`config.mk`:
```
export PLATFORM = sky130hd
export DESIGN_NAME = note_scheduler
export DESIGN_NICKNAME = d
export VERILOG_FILES = /design/src/rtl/note_scheduler.sv
export SDC_FILE = /design/constraint.sdc
export NUM_CORES = 1
export LEC_CHECK = 0
export BUFFER_PORTS_ARGS = -buffer_cell sky130_fd_sc_hd__buf_2
export CORE_UTILIZATION = 56
export DETAILED_ROUTE_END_ITERATION = 10
export HOLD_SLACK_MARGIN = 0.15
export PLACE_DENSITY = 0.83
export SYNTH_ARGS = -nofsm -noshare
export SYNTH_HDL_FRONTEND = slang
export SYNTH_SLANG_ARGS = --single-unit
```
`constraint.sdc`:
```
create_clock -name sysclk -period 2.7 [get_ports sysclk]
set_input_delay 0.54 -clock sysclk [delete_from_list [all_inputs] [get_ports sysclk]]
set_output_delay 0.54 -clock sysclk [all_outputs]
set_load 0.03 [all_outputs]
```
`src/rtl/note_scheduler.sv`:
```
// Round-robin arbiter sharing one tone generator between NREQ requesters: each
// grant plays a note for NOTE_TICKS ticks and then forces GAP_TICKS ticks of silence.
// Optional macro SCHED_PREEMPT_EN gives requester 0 preempt priority during PLAY/GAP.
module note_scheduler #(
  parameter int NREQ       = 4,
  parameter int TICK_DIV   = 25000,
  parameter int NOTE_TICKS = 200,
  parameter int GAP_TICKS  = 20,
  localparam int ID_W      = $clog2(NREQ)
) (
  input  logic                 sysclk,
  input  logic                 reset,
  input  logic [NREQ-1:0]      req,
  input  logic [6*NREQ-1:0]    req_note,
  output logic [NREQ-1:0]      ack,
  output logic [7:0]           note,
  output logic [ID_W-1:0]      grant_id,
  output logic                 busy
);

  typedef enum logic [1:0] {S_IDLE, S_PLAY, S_GAP} state_e;

  localparam logic [19:0] PRESC_MAX = 20'(TICK_DIV - 1);
  localparam logic [15:0] NOTE_LAST = 16'(NOTE_TICKS - 1);
  localparam logic [15:0] GAP_LAST  = (GAP_TICKS > 0) ? 16'(GAP_TICKS - 1) : 16'd0;
  localparam logic        HAS_GAP   = (GAP_TICKS > 0);

  state_e            state_q, state_d;
  logic [7:0]        note_q, note_d;
  logic [NREQ-1:0]   ack_q, ack_d;
  logic [ID_W-1:0]   gid_q, gid_d;
  logic              busy_q, busy_d;
  logic [ID_W-1:0]   ptr_q, ptr_d;
  logic [19:0]       presc_q, presc_d;
  logic [15:0]       tick_q, tick_d;

  logic              win_found;
  logic [ID_W-1:0]   win_idx;
  logic [ID_W-1:0]   cand;
  logic [5:0]        win_note;
  logic              tick_end, play_done, gap_done, preempt, restart;

  // Requester 0 wins from PLAY/GAP unless it is itself the one playing.
`ifdef SCHED_PREEMPT_EN
  assign preempt = (state_q != S_IDLE) && req[0] && ((gid_q != '0) || (state_q == S_GAP));
`else
  assign preempt = 1'b0;
`endif

  // First asserted request at or above the pointer, wrapping modulo NREQ.
  always_comb begin
    // NOTE: every combinational output gets a default first, so no path can infer a latch.
    win_found = 1'b0;
    win_idx   = ptr_q;
    cand      = '0;
    for (int i = 0; i < NREQ; i++) begin
      cand = ptr_q + ID_W'(i);
      if (!win_found && req[cand]) begin
        win_found = 1'b1;
        win_idx   = cand;
      end
    end
  end

  assign win_note  = req_note[6*win_idx +: 6];
  assign tick_end  = (presc_q == PRESC_MAX);
  assign play_done = (state_q == S_PLAY) && tick_end && (tick_q == NOTE_LAST);
  assign gap_done  = (state_q == S_GAP)  && tick_end && (tick_q == GAP_LAST);

  always_ff @(posedge sysclk) begin
    // NOTE: synchronous reset inside the clocked block; all state uses non-blocking assignments.
    if (reset) begin
      state_q <= S_IDLE;
      note_q  <= '0;
      ack_q   <= '0;
      gid_q   <= '0;
      busy_q  <= 1'b0;
      ptr_q   <= '0;
      presc_q <= '0;
      tick_q  <= '0;
    end else begin
      state_q <= state_d;
      note_q  <= note_d;
      ack_q   <= ack_d;
      gid_q   <= gid_d;
      busy_q  <= busy_d;
      ptr_q   <= ptr_d;
      presc_q <= presc_d;
      tick_q  <= tick_d;
    end
  end

  // Next state and phase timers; the timers restart on every phase entry.
  always_comb begin
    state_d = state_q;
    unique case (state_q)
      S_IDLE: if (win_found) state_d = S_PLAY;
      S_PLAY: begin
        if (preempt)        state_d = S_PLAY;
        else if (play_done) state_d = HAS_GAP ? S_GAP : S_IDLE;
      end
      S_GAP: begin
        if (preempt)       state_d = S_PLAY;
        else if (gap_done) state_d = S_IDLE;
      end
      default: state_d = S_IDLE;
    endcase

    restart = (state_d != state_q) || preempt;
    presc_d = '0;
    tick_d  = '0;
    if (!restart && state_q != S_IDLE) begin
      if (tick_end) begin
        tick_d = tick_q + 16'd1;
      end else begin
        presc_d = presc_q + 20'd1;
        tick_d  = tick_q;
      end
    end
  end

  // Registered outputs and round-robin pointer.
  always_comb begin
    note_d = note_q;
    ack_d  = '0;
    gid_d  = gid_q;
    busy_d = busy_q;
    ptr_d  = ptr_q;
    if (preempt) begin
      note_d   = {2'b00, req_note[5:0]};
      ack_d[0] = 1'b1;
      gid_d    = '0;
      busy_d   = 1'b1;
      ptr_d    = ID_W'(1);
    end else begin
      unique case (state_q)
        S_IDLE: if (win_found) begin
          note_d         = {2'b00, win_note};
          ack_d[win_idx] = 1'b1;
          gid_d          = win_idx;
          busy_d         = 1'b1;
          ptr_d          = win_idx + ID_W'(1);
        end
        S_PLAY: if (play_done) begin
          note_d = '0;
          busy_d = HAS_GAP;
        end
        S_GAP: if (gap_done) busy_d = 1'b0;
        default: ;
      endcase
    end
  end

  assign ack      = ack_q;
  assign note     = note_q;
  assign grant_id = gid_q;
  assign busy     = busy_q;

endmodule

```
==> flow_summary.json <==
{
  "fin_crit_ns": 2.34,
  "met3_length_um": 112,
  "yosys_warnings": 0,
  "place.gp.congestion": 0.799,
  "synth_compound_area_frac": 0.137,
  "postLayoutCoreUtil": 0.666,
  "synth_edf_count": 0,
  "min_from": "busy$_SDFFE_PP0P_",
  "synth_top_family_by_area": "simple AND/OR/NAND/NOR gates",
  "fin_hold_ws_ns": 0.458,
  "period_share": 0.866,
  "synthSimpleGateAreaFrac": 0.244,
  "die_w_um": 70.9,
  "clk_latency_ns": 0.30,
  "htreeDepth": 2,
  "ys.flop_type": "dfxtp_1",
  "grt_setup_unrepaired": "no",
  "synthAdderAreaFrac": 0.0282,
  "synth.distinct_cells": 53,
  "worst_slack_ns": 0.361,
  "placeableCoreArea_um2": 4470,
  "final_cell_mix": "dfxtp_1 (53), buf_2 (42), nor2_1 (31)",
  "p_leak_nw": 1.12,
  "setup_viol": 0,
  "outcome": "complete, no violations",
  "grtUsageTotal": 0.228,
  "cp_max_fo": 19,
  "n_antenna_cell": 0,
  "crit_path_start_kind": "register",
  "start_util": 0.595,
  "cts.sinks": 53,
  "async_reset_ff_frac": 0,
  "layout_commonest_cell": "dfxtp_1",
  "root_buffer": "clkbuf_8",
  "drc": 0,
  "grt_pass1_vias": 2076,
  "crit_arrival_ns": 2.52,
  "io_pins": 45,
  "ir_worst_vdd_mv": 0.388,
  "ctsHoldBuffers": 0,
  "pre_cts_ws_ns": 0.267,
  "wl_per_cell_um": 14.0,
  "wl_met1_mm": 2.40,
  "grt_overflow": 0,
  "slew_headroom": 0.535,
  "synth_xor_xnor_area_share": 0.0790,
  "reg2reg_from": "presc_q[0]$_SDFF_PP0_",
  "die_h_um": 70.9,
  "netlist_instances": 285,
  "rows": 24,
  "min_path_type": "reg2reg",
  "topRoutingLayerUsed": "met4",
  "fillerInstances": 385,
  "setup_tns_ns": 0,
  "crit_required_ns": 2.88,
  "wl_mm": 5.30,
  "numCtsBuffers": 5,
  "firstDrtPassIters": 6,
  "power.density_nw_per_um2": 531,
  "drive_gt1_frac": 0.229,
  "yosysSeqAreaShare": 0.399,
  "cts_tree": "done",
  "cts_setup_buffers": 0,
  "startpoint": "presc_q[0]$_SDFF_PP0_",
  "portBuffers": 42,
  "hold_violations": 0,
  "drt_iter0_markers": 128,
  "area_growth_syn_to_layout_pct": 12.0,
  "drv_cap": 0,
  "grt_max_degree": 20,
  "critPathKind": "reg2reg",
  "nets": 363,
  "cts_resized": 0,
  "cts_buffer_depth": 2,
  "wl_met2_mm": 2.73,
  "ys_ff_latch": 53,
  "grt_pass1_wl_mm": 9.28,
  "routed_via_density": 5.71,
  "synth_mux_area_frac": 0.0621,
  "antenna_found_initial": 0,
  "detailed_place_hpwl_mm": 3.88,
  "worstMarginPinSlew_ns": 0.697,
  "end_kind": "register",
  "syn_area_um2": 2660,
  "slew_violations": 0,
  "finalClockSkew_ns": 0.00447,
  "die_area_um2": 5030,
  "ant_nets": 0,
  "syn_avg_cell_area_um2": 9.33,
  "cts.clk_slew.worst_paths_ns": 0.09,
  "fmax_mhz": 428,
  "num_vias": 2171
}
[power breakdown]
| group | leakage [nW] | switching, mW | total [mW] | internal [mW] |
|---|---|---|---|---|
| Clock | 0.0542 | 0.247 | 0.479 | 0.232 |
| Sequential | 0.430 | 0.0192 | 0.832 | 0.813 |
| Combinational | 0.640 | 0.154 | 0.271 | 0.117 |
[cells in the mapped netlist, types with 3 or more instances]
| master | number | area, µm² |
|---|---|---|
| ha_1 | 6 | 75.1 |
| dfxtp_1 | 53 | 1060 |
| a21oi_1 | 17 | 85.1 |
| inv_1 | 11 | 41.3 |
| a22o_1 | 6 | 52.6 |
| or4_1 | 4 | 30.0 |
| xnor2_1 | 17 | 149 |
| mux2i_1 | 3 | 30.0 |
| clkbuf_1 | 4 | 15.0 |
| and2_1 | 6 | 37.5 |
| nand3_1 | 11 | 55.1 |
| mux4_2 | 6 | 135 |
| nand4_1 | 5 | 31.3 |
| nand2_1 | 17 | 63.8 |
| and3_1 | 4 | 25.0 |
| o21ai_0 | 9 | 45.0 |
| nor4_1 | 8 | 50.1 |
| nor2_1 | 31 | 116 |
| or2_2 | 3 | 18.8 |
| xor2_1 | 7 | 61.3 |
| a22oi_1 | 9 | 67.6 |
| or3_1 | 7 | 43.8 |
| buf_4 | 3 | 22.5 |
[cell type report]
class	instances	area [µm²]	area share
multi-input cells	210	1470	0.494
flip-flops and latches	53	1060	0.356
repair buffers	46	240	0.0806
clock buffers	7	96.3	0.0323
well taps	52	65.1	0.0218
inverters	11	41.3	0.0139
clock inverters	1	5.00	0.00168
[registers in the layout, summed over array words and instances, names as in the netlist]
signal,cells
presc_q,20
tick_q,16
note,6
ack,4
grant_id,2
ptr_q,2
state_q,2
busy,1
[per-stage QoR]
| step | area (µm²) | instances | power [mW] |
|---|---|---|---|
| floorplan | 2660 | 286 | 1.05 |
| global placement | 2880 | 372 | 1.11 |
| detailed placement | 2880 | 372 | 1.12 |
| CTS | 2980 | 380 | 1.59 |
| global route | 2980 | 380 | 1.65 |
| finish | 2980 | 380 | 1.58 |
[path summary, 6_finish.rpt]
kind	to	slack (ns)	cells after the start
worst max register to register	tick_q[10]$_SDFFE_PP0N_	0.36	6
worst min register to register	busy$_SDFFE_PP0P_	0.46	2
worst max-delay path	tick_q[10]$_SDFFE_PP0N_	0.36	6
worst min-delay path	busy$_SDFFE_PP0P_	0.46	2
[kinds of logic (layout without fill, tap and decap cells)]
kind of cell | Yosys count | after routing
and+or+nand+nor | 115 | 115
AOI/OAI and AO/OA | 54 | 54
DFF | 53 | 53
xor gates and xnor gates | 24 | 24
buffers and inverters | 23 | 65
muxes | 9 | 9
adders and majority gates | 6 | 6
other | 1 | 2
[critical path: stages, from the launching register on]
cell and delay, ns:
dfxtp_1 0.37, ha_1 0.25, nand3_1 0.23, or4_4 0.59, nor3_4 0.25, a211o_2 0.39
a22oi_1 0.14
[metal layers]
metal | vias to the layer above | track usage
met5 | - | 0
li1 | 1104 | -
met2 | 30 | 0.395
met1 | 1029 | 0.291
met4 | 0 | 0.0711
met3 | 8 | 0.0370
(Power assumes the default switching activity.)
